$ cat src/rtl/tt_uart_pkg.sv
// Shared UART definitions: FSM state encoding, frame constants and counter sizing.
// Reused by the transmit serializer and the future receive block.
package tt_uart_pkg;

  typedef enum logic [2:0] {
    IDLE,
    START,
    DATA,
    PARITY,
    STOP
  } state_t;

  localparam int unsigned DATA_BITS = 8;

  function automatic int unsigned cnt_width(input int unsigned clks_per_bit);
    return $clog2(clks_per_bit);
  endfunction

endpackage

$ cat src/rtl/uart_tx_serializer_baud.sv
// uart_baud_gen: reloadable down-counter producing a one-cycle bit_done pulse
// every CLKS_PER_BIT cycles after the most recent restart.
module uart_baud_gen
  import tt_uart_pkg::*;
#(
  parameter int unsigned CLKS_PER_BIT = 87
) (
  input  logic clk,
  input  logic rst,
  input  logic restart,
  output logic bit_done
);

  localparam int unsigned W = cnt_width(CLKS_PER_BIT);
  localparam logic [W-1:0] RELOAD = W'(CLKS_PER_BIT - 1);

  logic [W-1:0] cnt;

  // Auto-reload at zero keeps consecutive bit periods exactly CLKS_PER_BIT long.
  always_ff @(posedge clk) begin
    if (rst) begin
      cnt <= '0;
    end else if (restart || (cnt == '0)) begin
      cnt <= RELOAD;
    end else begin
      cnt <= cnt - W'(1);
    end
  end

  assign bit_done = (cnt == '0) && !restart;

endmodule

$ cat src/rtl/uart_tx_serializer.sv
// UART 8N1 (optional even parity) transmitter with a one-byte holding register
// and a valid/ready handshake toward the datapath.
module uart_tx_serializer
  import tt_uart_pkg::*;
#(
  parameter int unsigned CLKS_PER_BIT = 87,
  parameter bit          PARITY_EN    = 1'b0
) (
  input  logic       clk,
  input  logic       rst,
  input  logic [7:0] tx_data,
  input  logic       tx_valid,
  output logic       tx_ready,
  output logic       tx,
  output logic       busy
);

  localparam logic [2:0] LAST_BIT = 3'(DATA_BITS - 1);

  state_t                 state;
  logic [DATA_BITS-1:0]   shift;
  logic [DATA_BITS-1:0]   hold;
  logic                   hold_full;
  logic                   par;
  logic [2:0]             bit_idx;
  logic                   bit_done;
  logic                   restart;
  logic                   accept;

  assign tx_ready = !hold_full;
  assign busy     = (state != IDLE) || hold_full;
  assign accept   = tx_valid && !hold_full;
  assign restart  = (state == IDLE);

  uart_baud_gen #(
    .CLKS_PER_BIT(CLKS_PER_BIT)
  ) u_baud (
    .clk      (clk),
    .rst      (rst),
    .restart  (restart),
    .bit_done (bit_done)
  );

  always_ff @(posedge clk) begin
    if (rst) begin
      state     <= IDLE;
      tx        <= 1'b1;
      shift     <= '0;
      hold      <= '0;
      hold_full <= 1'b0;
      par       <= 1'b0;
      bit_idx   <= '0;
    end else begin
      if (accept && (state != IDLE)) begin
        hold      <= tx_data;
        hold_full <= 1'b1;
      end
      case (state)
        IDLE: begin
          if (accept) begin
            shift <= tx_data;
            par   <= ^tx_data;
            tx    <= 1'b0;
            state <= START;
          end
        end
        START: begin
          if (bit_done) begin
            state   <= DATA;
            tx      <= shift[0];
            bit_idx <= '0;
          end
        end
        DATA: begin
          if (bit_done) begin
            if (bit_idx == LAST_BIT) begin
              if (PARITY_EN) begin
                state <= PARITY;
                tx    <= par;
              end else begin
                state <= STOP;
                tx    <= 1'b1;
              end
            end else begin
              shift   <= shift >> 1;
              tx      <= shift[1];
              bit_idx <= bit_idx + 3'd1;
            end
          end
        end
        PARITY: begin
          if (bit_done) begin
            state <= STOP;
            tx    <= 1'b1;
          end
        end
        STOP: begin
          // A byte arriving on the last stop cycle with the hold empty goes
          // straight into the shifter (overriding the hold write above).
          if (bit_done) begin
            if (hold_full) begin
              shift     <= hold;
              par       <= ^hold;
              hold_full <= 1'b0;
              tx        <= 1'b0;
              state     <= START;
            end else if (accept) begin
              shift     <= tx_data;
              par       <= ^tx_data;
              hold_full <= 1'b0;
              tx        <= 1'b0;
              state     <= START;
            end else begin
              state <= IDLE;
            end
          end
        end
        default: begin
          state <= IDLE;
          tx    <= 1'b1;
        end
      endcase
    end
  end

endmodule

$ cat config.mk
export PLATFORM = sky130hd
export DESIGN_NAME = uart_tx_serializer
export DESIGN_NICKNAME = d
export VERILOG_FILES = /design/src/rtl/tt_uart_pkg.sv /design/src/rtl/uart_tx_serializer_baud.sv /design/src/rtl/uart_tx_serializer.sv
export SDC_FILE = /design/constraint.sdc
export NUM_CORES = 1
export LEC_CHECK = 0
export ABC_CLOCK_PERIOD_IN_PS = 2750
export BUFFER_PORTS_ARGS = -buffer_cell sky130_fd_sc_hd__buf_2
export CAP_MARGIN = 20
export CORE_ASPECT_RATIO = 1.25
export CORE_MARGIN = 5
export CORE_UTILIZATION = 55
export DETAILED_ROUTE_END_ITERATION = 8
export PLACE_DENSITY = 0.83
export SYNTH_ARGS = -nofsm -noshare
export SYNTH_HDL_FRONTEND = slang
export SYNTH_HIERARCHICAL = 1
export SYNTH_SLANG_ARGS = --single-unit
$ cat constraint.sdc
create_clock -name clk -period 2.75 [get_ports clk]
set_input_delay 0.275 -clock clk [delete_from_list [all_inputs] [get_ports clk]]
set_output_delay 0.275 -clock clk [all_outputs]
set_load 0.02 [all_outputs]
Word-level counts from Yosys, hierarchy flattened
Cells that the tools add are included.
- flip-flop bits (word level): 31
- bits of input ports: 11
- add/subtract/negate cells: 2
- equal/unequal tests: 12
- multiplexer cells: 33
- reductions and logical operators: 17
- operator list (kind ; count):
    8-bit two-way mux ; 5
    3-bit two-way mux ; 9
    8-bit one-hot mux with 3 select lines ; 1
    3-bit one-hot mux with 5 select lines ; 1
    1-bit two-way mux ; 14
    2-bit inequality test (second input constant) ; 7
    4-bit AND reduction ; 3
    7-bit logical NOT ; 1
    7-bit two-way mux ; 1
    7-bit by 1-bit subtractor with 7-bit output (second input constant) ; 1
    3-bit by 2-bit == test with 1-bit output (second input constant) ; 2
    3-bit == test (second input constant) ; 2
    3-bit one-hot mux with 2 select lines ; 1
    6-bit AND reduction ; 1
    3-bit nonzero test ; 2
    1-bit one-hot mux with 5 select lines ; 1
    3-bit by 1-bit adder with 3-bit output (second input constant) ; 1
    3-bit by 1-bit == test with 1-bit output (second input constant) ; 1
    1-bit logical AND ; 3
    3-bit logical NOT ; 1
    1-bit logical NOT ; 2
    1-bit logical OR ; 2
    2-bit nonzero test ; 1
    2-bit OR reduction ; 1

Logic depth before layout (Yosys ltp)
Gate-level depths: netlist (run 1).
- depth in word-level cells: 8
- mapped depth: 11
- mapped depth without buffers: 7

Modules after synthesis
The synthesis (run 1) kept the hierarchy.
- by module, submodules not included (module ; instances ; cells each ; area an instance (µm²) ; seq. area each (µm²)):
    uart_tx_serializer ; 1 ; 164 ; 1403.8 ; 480.5
    uart_baud_gen ; 1 ; 33 ; 330.3 ; 140.1

Worst setup path after synthesis (run 1)
No wires, ideal clock.
- path kind: reg-to-reg
- start: register state[0]
- end: register shift[7]
- setup time: 0.088 ns
- arrival time: 1.909 ns
- slack: 0.753 ns
- cell stages (with the launch flop): 11
- clock period less this slack: 1.997 ns
- cell sequence: dfxtp_1 buf_2 nor3_2 buf_4 inv_1 and4_1 o21bai_1 and3b_1 buf_4 buf_6 a311oi_2
- word-level cells in the longest chain between the ends: 5
- ends and longest elaborated chain (what ; line ; source):
    start, declared ; uart_tx_serializer.sv:20 ; state_t state;
    start signal, assigned ; uart_tx_serializer.sv:46 ; state <= IDLE;
    start signal, assigned ; uart_tx_serializer.sv:64 ; state <= START;
    start signal, assigned ; uart_tx_serializer.sv:69 ; state <= DATA;
    3-bit logical NOT (*) ; uart_tx_serializer.sv:33 ; assign restart = (state == IDLE);
    via restart ; uart_tx_serializer.sv:27 ; logic restart;
    1-bit logical NOT (*) ; uart_tx_serializer_baud.sv:30 ; assign bit_done = (cnt == '0) && !restart;
    1-bit logical AND (*) ; uart_tx_serializer_baud.sv:30 ;
    via bit_done ; uart_tx_serializer.sv:26 ; logic bit_done;
    2-bit inequality test (no source line) ; - ;
    4-bit AND reduction (no source line) (*) ; - ;
    end signal, assigned ; uart_tx_serializer.sv:61 ; shift <= tx_data;
    end signal, assigned ; uart_tx_serializer.sv:85 ; shift <= shift >> 1;
    end signal, assigned ; uart_tx_serializer.sv:102 ; shift <= hold;
    end, declared ; uart_tx_serializer.sv:21 ; logic [DATA_BITS-1:0] shift;
The timed path passes the listed nets; every way through them passes the cells marked *.
A chain may end at the register's enable or synchronous reset.

Final worst setup path (run 1)
- start: register state[0]
- end: register shift[6]
- word-level cells in the longest chain between the ends: 5
- ends and longest elaborated chain (what ; line):
    3-bit logical NOT (*) ; uart_tx_serializer.sv:33
    1-bit logical NOT (*) ; uart_tx_serializer_baud.sv:30
    1-bit logical AND (*) ; uart_tx_serializer_baud.sv:30
    via bit_done ; uart_tx_serializer.sv:26
    2-bit inequality test (no source line) ; -
    4-bit AND reduction (no source line) (*) ; -
Marks and branches as above.

==> results of run 1 <==
final cells by class:
| type | instances | area [µm²] |
|---|---|---|
| Fill cell | 272 | 1170 |
| Multi-Input combinational cell | 140 | 966 |
| Sequential cell | 31 | 621 |
| Timing Repair Buffer | 18 | 103 |
| Tap cell | 36 | 45.0 |
| Inverter | 11 | 41.3 |
| Clock buffer | 5 | 37.5 |
| Clock inverter | 3 | 15.0 |
power groups by stage:
| stage | Sequential, mW | Clock [mW] | Combinational (mW) |
|---|---|---|---|
| final | 0.507 | 0.257 | 0.194 |
| after global routing | 0.511 | 0.291 | 0.216 |
| after CTS | 0.506 | 0.266 | 0.194 |
| after detailed placement | 0.517 | 0 | 0.193 |
| after global placement | 0.516 | 0 | 0.188 |
| after floorplan | 0.512 | 0 | 0.161 |
worst max path at each step:
stage | from | endpoint | slack [ns] | cells after the start
6_report | state[0]$_SDFFE_PP0P_ | shift[6]$_SDFFE_PP0P_ | 0.46 | 7
4_1_cts | state[0]$_SDFFE_PP0P_ | shift[7]$_SDFFE_PP0P_ | 0.44 | 6
3_5_place_dp | state[0]$_SDFFE_PP0P_ | shift[7]$_SDFFE_PP0P_ | 0.46 | 7
3_3_place_gp | state[0]$_SDFFE_PP0P_ | shift[7]$_SDFFE_PP0P_ | 0.56 | 6
5_1_grt | state[0]$_SDFFE_PP0P_ | shift[5]$_SDFFE_PP0P_ | 0.30 | 7
2_1_floorplan | state[0]$_SDFFE_PP0P_ | shift[7]$_SDFFE_PP0P_ | 0.75 | 10
sequential cells by signal, summed over array words and instances, names as in the netlist:
| register | count |
|---|---|
| hold | 8 |
| shift | 8 |
| u_baud/cnt | 7 |
| bit_idx | 3 |
| state | 3 |
| hold_full | 1 |
| tx | 1 |
metrics by stage:
step | setup WS, ns | power, mW | util (%)
6_report | 0.461 | 0.958 | 60.9
5_1_grt | 0.296 | 1.02 | 60.9
4_1_cts | 0.443 | 0.967 | 60.9
3_5_place_dp | 0.460 | 0.709 | 59.2
3_3_place_gp | 0.556 | 0.703 | 59.2
2_1_floorplan | 0.753 | 0.672 | -
cells in the final DEF (no fill, tap or decap), drive strengths merged, types with 2 or more instances in the layout:
cell,netlist,routed
o211ai,2,2
nor3b,2,2
nor4,2,2
a31oi,2,2
nand4b,4,4
o32ai,3,3
nor3,2,2
inv,11,11
nand2,11,11
mux2i,3,3
or3,2,2
a21oi,24,24
and3,2,2
clkinv,0,3
dfxtp,31,31
ha,4,4
o21ai,13,13
xnor2,4,4
mux2,8,8
nand3b,5,5
clkbuf,3,5
a22oi,4,4
nand2b,5,5
a211oi,7,7
buf,12,18
nor2,17,17
a311oi,2,2
per-layer routing:
layer / vias up / global-route usage [%]
met5: - / 0
met4: 0 / 9.11
met3: 11 / 6.19
met2: 23 / 28.0
met1: 688 / 21.9
li1: 736 / -
cells by family after synthesis:
logic type / after synthesis / synth area share [%]
AO/OA/AOI/OAI: 64 / 24.1
flip-flops: 31 / 35.8
AND/OR/NAND/NOR: 57 / 19.8
multiplexers: 11 / 6.93
adder cells (fa/ha/maj): 4 / 2.89
XOR/XNOR: 4 / 2.02
buffers and inverters: 26 / 8.51
Yosys cell counts, drive strengths merged, types with 2 or more instances:
cell     n
dfxtp   31
a211oi   7
or3      2
a21oi   24
nor3b    2
mux2     8
and3     2
nand3b   5
buf     12
nor2    17
ha       4
nor4     2
o21ai   13
a22oi    4
nor3     2
o32ai    3
nand2   11
o211ai   2
a311oi   2
inv     11
a31oi    2
nand4b   4
clkbuf   3
nand2b   5
mux2i    3
xnor2    4
worst min-delay path, cell delays in order:
cell and delay [ns]:
buf_2 0.10, nand2_1 0.05, a21oi_1 0.05
==> impl_metrics.yaml, run 1 <==
detailed_routing:
  dr.pass1.iters: 4
  drt_iter0_drc: 46
  antenna_left: 0
  wl_per_cell_um: 14.5
  routed_wl_mm: 3.53
  met2_length_mm: 1.70
  vias: 1458
  wl_met1_mm: 1.59
  drc_errors: 0
  highest_layer: "met4"
  vias_per_cell: 5.98
  wl_met3_um: 159
synth:
  syn_area_mm2: 0.00173
  ys_types: 47
  synth.net_count: 212
  yosysTopAreaCell: "dfxtp_1"
  seq_area_frac_synth_pct: 35.8
  yosys-top-cells-area: "dfxtp_1 36%, a21oi_1 6.9%, mux2_2 5.2%"
  synth-edff-count: 0
  yosys_warnings: 6
  ys_seq_elements: 31
  ys.flop_type: "dfxtp_1"
  synth_cells: 197
  yosysTopAreaCellShare_pct: 35.8
  synth_async_sr_flop_share_pct: 0
  synth_area_per_cell_um2: 8.80
placement:
  gp_congestion: 0.783
  dp_cells: 236
  port_buffers: 13
  place_area_mm2: 0.00178
  dpl.hpwl_mm: 2.35
worst_setup_path:
  cpMaxStageDelayCell: "nor3_2"
  critPathMaxFanout: 16
  critPathLaunchType: "flop"
  rrSetupSlack_ns: 0.46
  critical_path_arrival_ns: 2.49
  path_cells: "nor3_2 > inv_1 > and4_1 > o21bai_1 > and3b_1 > nor2_1 > a211oi_2"
  end_kind: "flop"
  crit_path_max_incr_delay_ns: 0.67
  reg2reg_depth: 7
  rr_endpoint: "shift[6]$_SDFFE_PP0P_"
  critPathTopFamily: "simple AND/OR/NAND/NOR gates"
  criticalPathCategory: "reg -> reg"
  r2r-start: "state[0]$_SDFFE_PP0P_"
  cp.buffers_inverters: 1
  critPathRequiredTime_ns: 2.95
timing:
  period_needed_ns: 2.29
  fin_tns_setup_ns: 0
  final-setup-viol-count: 0
  fin_hold_ws_ns: 0.171
  hold_viol: 0
  max_slew_margin_pct: 46.9
  clock_skew_ns: 0.0140
  finalCritPeriodShare_pct: 83.2
  final_max_slew_viol_count: 0
  max_freq_mhz: 437
  worstMarginPinSlew_ns: 0.792
  rsz0062_at_grt: "false"
floorplanning:
  dieHeight_um: 72.8
  core_mm2: 0.00300
  die-width_um: 60.2
  fp-row-count: 22
  dieArea_mm2: 0.00438
  io_pins: 14
  start_util_pct: 57.8
final_layout:
  area_delta_synth_final_pct: 5.41
  diodes: 0
  drive_gt1_share_pct: 21.2
  final_cell_area_mm2: 0.00183
  layout.cells.non_filler: 244
  fin_nets: 222
clock_tree:
  cts_tree: "built"
  cts_sinks: 31
  clock_latency_ns: 0.34
  cts_buffer_depth: 2
  cts_root_buffer: "clkbuf_4"
  path_clk_slew_ns: 0.11
  ctsHoldBuffers: 0
  cts_made_buffers: 5
  cts_resized: 0
  ctsHtreeMaxLevel: 2
  cts_setup_buffers: 0
worst_hold_path:
  min_from: "tx_data[2]"
  whs_endpoint: "hold[2]$_SDFFE_PP0P_"
  hold_path.class: "in -> reg"
  holdPathStages: 3
power_and_ir_drop:
  p_int_mw: 0.662
  switching_share_pct: 30.9
  seq_power_share_pct: 52.9
  power.density_mw_per_mm2: 524
  clockPowerShare_pct: 26.8
  leakagePower_nw: 0.702
  p_sw_mw: 0.296
  irDropWorstVdd_uv: 330
  comb_power_share_pct: 20.3
global_routing:
  grt_pass1_vias: 1439
  grt_pass1_wl_mm: 6.18
  overflow: 0
  antenna_found_initial: 0
  grt_max_degree: 30
  grt_usage_pct: 18.1
status:
  status: "finished, final reports clean"
flow_run:
  max-cap-violations: 0
Power figures use the tool's default switching activity.
==> run 2, diff against run 1 <==
--- a/config.mk
+++ b/config.mk
@@ -5,14 +5,14 @@
 export SDC_FILE = /design/constraint.sdc
 export NUM_CORES = 1
 export LEC_CHECK = 0
-export ABC_CLOCK_PERIOD_IN_PS = 2750
+export ABC_CLOCK_PERIOD_IN_PS = 2100
 export BUFFER_PORTS_ARGS = -buffer_cell sky130_fd_sc_hd__buf_2
 export CAP_MARGIN = 20
 export CORE_ASPECT_RATIO = 1.25
 export CORE_MARGIN = 5
-export CORE_UTILIZATION = 55
+export CORE_UTILIZATION = 53
 export DETAILED_ROUTE_END_ITERATION = 8
-export PLACE_DENSITY = 0.83
+export PLACE_DENSITY = 0.84
 export SYNTH_ARGS = -nofsm -noshare
 export SYNTH_HDL_FRONTEND = slang
 export SYNTH_HIERARCHICAL = 1
==> constraint.sdc (replaced) <==
create_clock -name clk -period 2.1 [get_ports clk]
set_input_delay 0.21 -clock clk [delete_from_list [all_inputs] [get_ports clk]]
set_output_delay 0.21 -clock clk [all_outputs]
set_load 0.02 [all_outputs]
==> run 2 against run 1 <==
Global-route usage is 0.47 points lower. Register-to-register slack worse by 0.23 ns. Clock power is 72% higher. Power is 43% higher. Critical path depth stayed put. First-iteration DRC count is 13% higher. Cell area is 2.9% higher. Final cell count is 1.6% higher. Clock skew is 0.0061 ns lower. Maximum frequency is 22% higher. Largest power group unchanged.
==> impl_metrics.yaml, run 2 (same netlist as run 1, synthesis figures left out) <==
final_layout:
  layout_commonest_cell: "dfxtp_1"
  area_delta_synth_final_pct: 8.44
  drive_gt1_share_pct: 21.3
  num-fill-cells: 295
  diodes: 0
  layout_common_cells: "31 x dfxtp_1, 24 x a21oi_1, 15 x nor2_1, 13 x o21ai_0, 13 x buf_2"
  fin_nets: 225
  reg.largest.list: "hold x8, shift x8, u_baud/cnt x7"
power_and_ir_drop:
  comb_power_share_pct: 19.2
  power.density_mw_per_mm2: 727
  p_sw_mw: 0.386
  clockPowerShare_pct: 32.2
  p_int_mw: 0.982
  leakagePower_nw: 0.723
  seq_power_share_pct: 48.5
  switching_share_pct: 28.2
  irDropWorstVdd_uv: 505
floorplanning:
  core_mm2: 0.00319
  start_util_pct: 54.3
  fp-row-count: 23
  die-width_um: 61.2
  dieHeight_um: 74.0
  dieArea_mm2: 0.00452
  io_pins: 14
global_routing:
  overflow: 0
  grt_max_degree: 30
  grt_pass1_vias: 1304
  antenna_found_initial: 0
  grt_usage_pct: 17.6
  grt_pass1_wl_mm: 6.02
placement:
  gp_congestion: 0.843
  port_buffers: 13
  dpl.hpwl_mm: 2.38
detailed_routing:
  vias_per_cell: 5.83
  drt_iter0_drc: 52
  antenna_left: 0
  drc_errors: 0
  dr.pass1.iters: 4
  routed_wl_mm: 3.47
  wl_per_cell_um: 14.0
  vias: 1446
clock_tree:
  ctsHtreeMaxLevel: 2
  cts_resized: 0
  path_clk_slew_ns: 0.06
  ctsHoldBuffers: 0
  cts_buffer_depth: 2
  cts_root_buffer: "clkbuf_8"
  cts_tree: "built"
  cts_setup_buffers: 0
  cts_made_buffers: 5
  cts_sinks: 31
  clock_latency_ns: 0.28
worst_setup_path:
  r2r-start: "u_baud/cnt[4]$_SDFF_PP0_"
  critPathMaxFanout: 16
  cpMaxStageDelayCell: "nor4_2"
  criticalPathCategory: "reg -> reg"
  crit_path_start: "u_baud/cnt[4]$_SDFF_PP0_"
  critical_path_arrival_ns: 2.06
  path_cells: "nor4_2 > and4_1 > o21bai_1 > and3b_1 > buf_4 > nor2_1 > a311oi_2"
  critPathLaunchType: "flop"
  crit_path_max_incr_delay_ns: 0.39
  end_kind: "flop"
  critPathRequiredTime_ns: 2.30
timing:
  worstMarginPinSlew_ns: 0.627
  period_needed_ns: 1.87
  hold_viol: 0
  final_max_slew_viol_count: 0
  max_slew_margin_pct: 58.2
  max_freq_mhz: 535
  final-setup-viol-count: 0
  fin_hold_ws_ns: 0.168
  finalCritPeriodShare_pct: 89.0
  clock_skew_ns: 0.00783
  rsz0062_at_grt: "false"
  fin_tns_setup_ns: 0
worst_hold_path:
  hold_path.class: "in -> reg"
  min_from: "tx_data[4]"
status:
  status: "finished, final reports clean"
flow_run:
  max-cap-violations: 0
run 2: changes by cell type in the layout (fill, tap and decap cells not counted):
cell | before | now
buf_4 | 5 | 8
clkbuf_1 | 0 | 2
clkbuf_4 | 5 | 0
clkbuf_8 | 0 | 5
clkinv_2 | 3 | 1
run 2: per-layer routing:
layer | track usage (%) | wire (µm)
met5 | 0 | 0
met4 | 7.95 | 71
met3 | 3.99 | 151
met2 | 27.4 | 1690
met1 | 23.1 | 1560
run 2: final timing paths:
path | to | slack [ns] | cells after the start
worst max-delay path | shift[7]$_SDFFE_PP0P_ | 0.23 | 7
worst min-delay path | hold[4]$_SDFFE_PP0P_ | 0.17 | 3
worst max register to register | shift[7]$_SDFFE_PP0P_ | 0.23 | 7
worst min register to register | hold[4]$_SDFFE_PP0P_ | 0.47 | 2
run 2: worst max-delay path, delay by kind of cell (launching register included):
| family | cells | cell delay, ns |
|---|---|---|
| simple gates | 4 | 0.89 |
| flops | 1 | 0.35 |
| compound gates | 2 | 0.34 |
| buf+inv | 1 | 0.21 |
run 2: cell type report:
cell class	count	area, µm²	share of cell area, %
Inverter	11	41.3	2.20
Sequential cell	31	621	33.0
Timing Repair Buffer	21	125	6.65
Tap cell	37	46.3	2.46
Multi-Input combinational cell	140	966	51.4
Clock buffer	7	76.3	4.06
Clock inverter	1	5.00	0.266
run 2: power groups by stage:
| stage | logic (mW) | registers, mW | clock network (mW) |
|---|---|---|---|
| finish | 0.263 | 0.664 | 0.441 |
| global route | 0.296 | 0.668 | 0.477 |
| CTS | 0.265 | 0.663 | 0.451 |
| detailed placement | 0.264 | 0.676 | 0 |
| global placement | 0.257 | 0.674 | 0 |
| floorplan | 0.211 | 0.670 | 0 |
run 2: through the flow:
stage / total power [mW] / instances / setup slack (ns) / area, µm² / util (%)
final: 1.37 / 248 / 0.231 / 1880 / 58.9
after global routing: 1.44 / 248 / 0.0239 / 1880 / 58.9
after CTS: 1.38 / 248 / 0.227 / 1880 / 58.9
after detailed placement: 0.940 / 240 / 0.234 / 1800 / 56.3
after global placement: 0.931 / 240 / 0.330 / 1800 / 56.3
after floorplan: 0.881 / 197 / 0.103 / 1730 / -
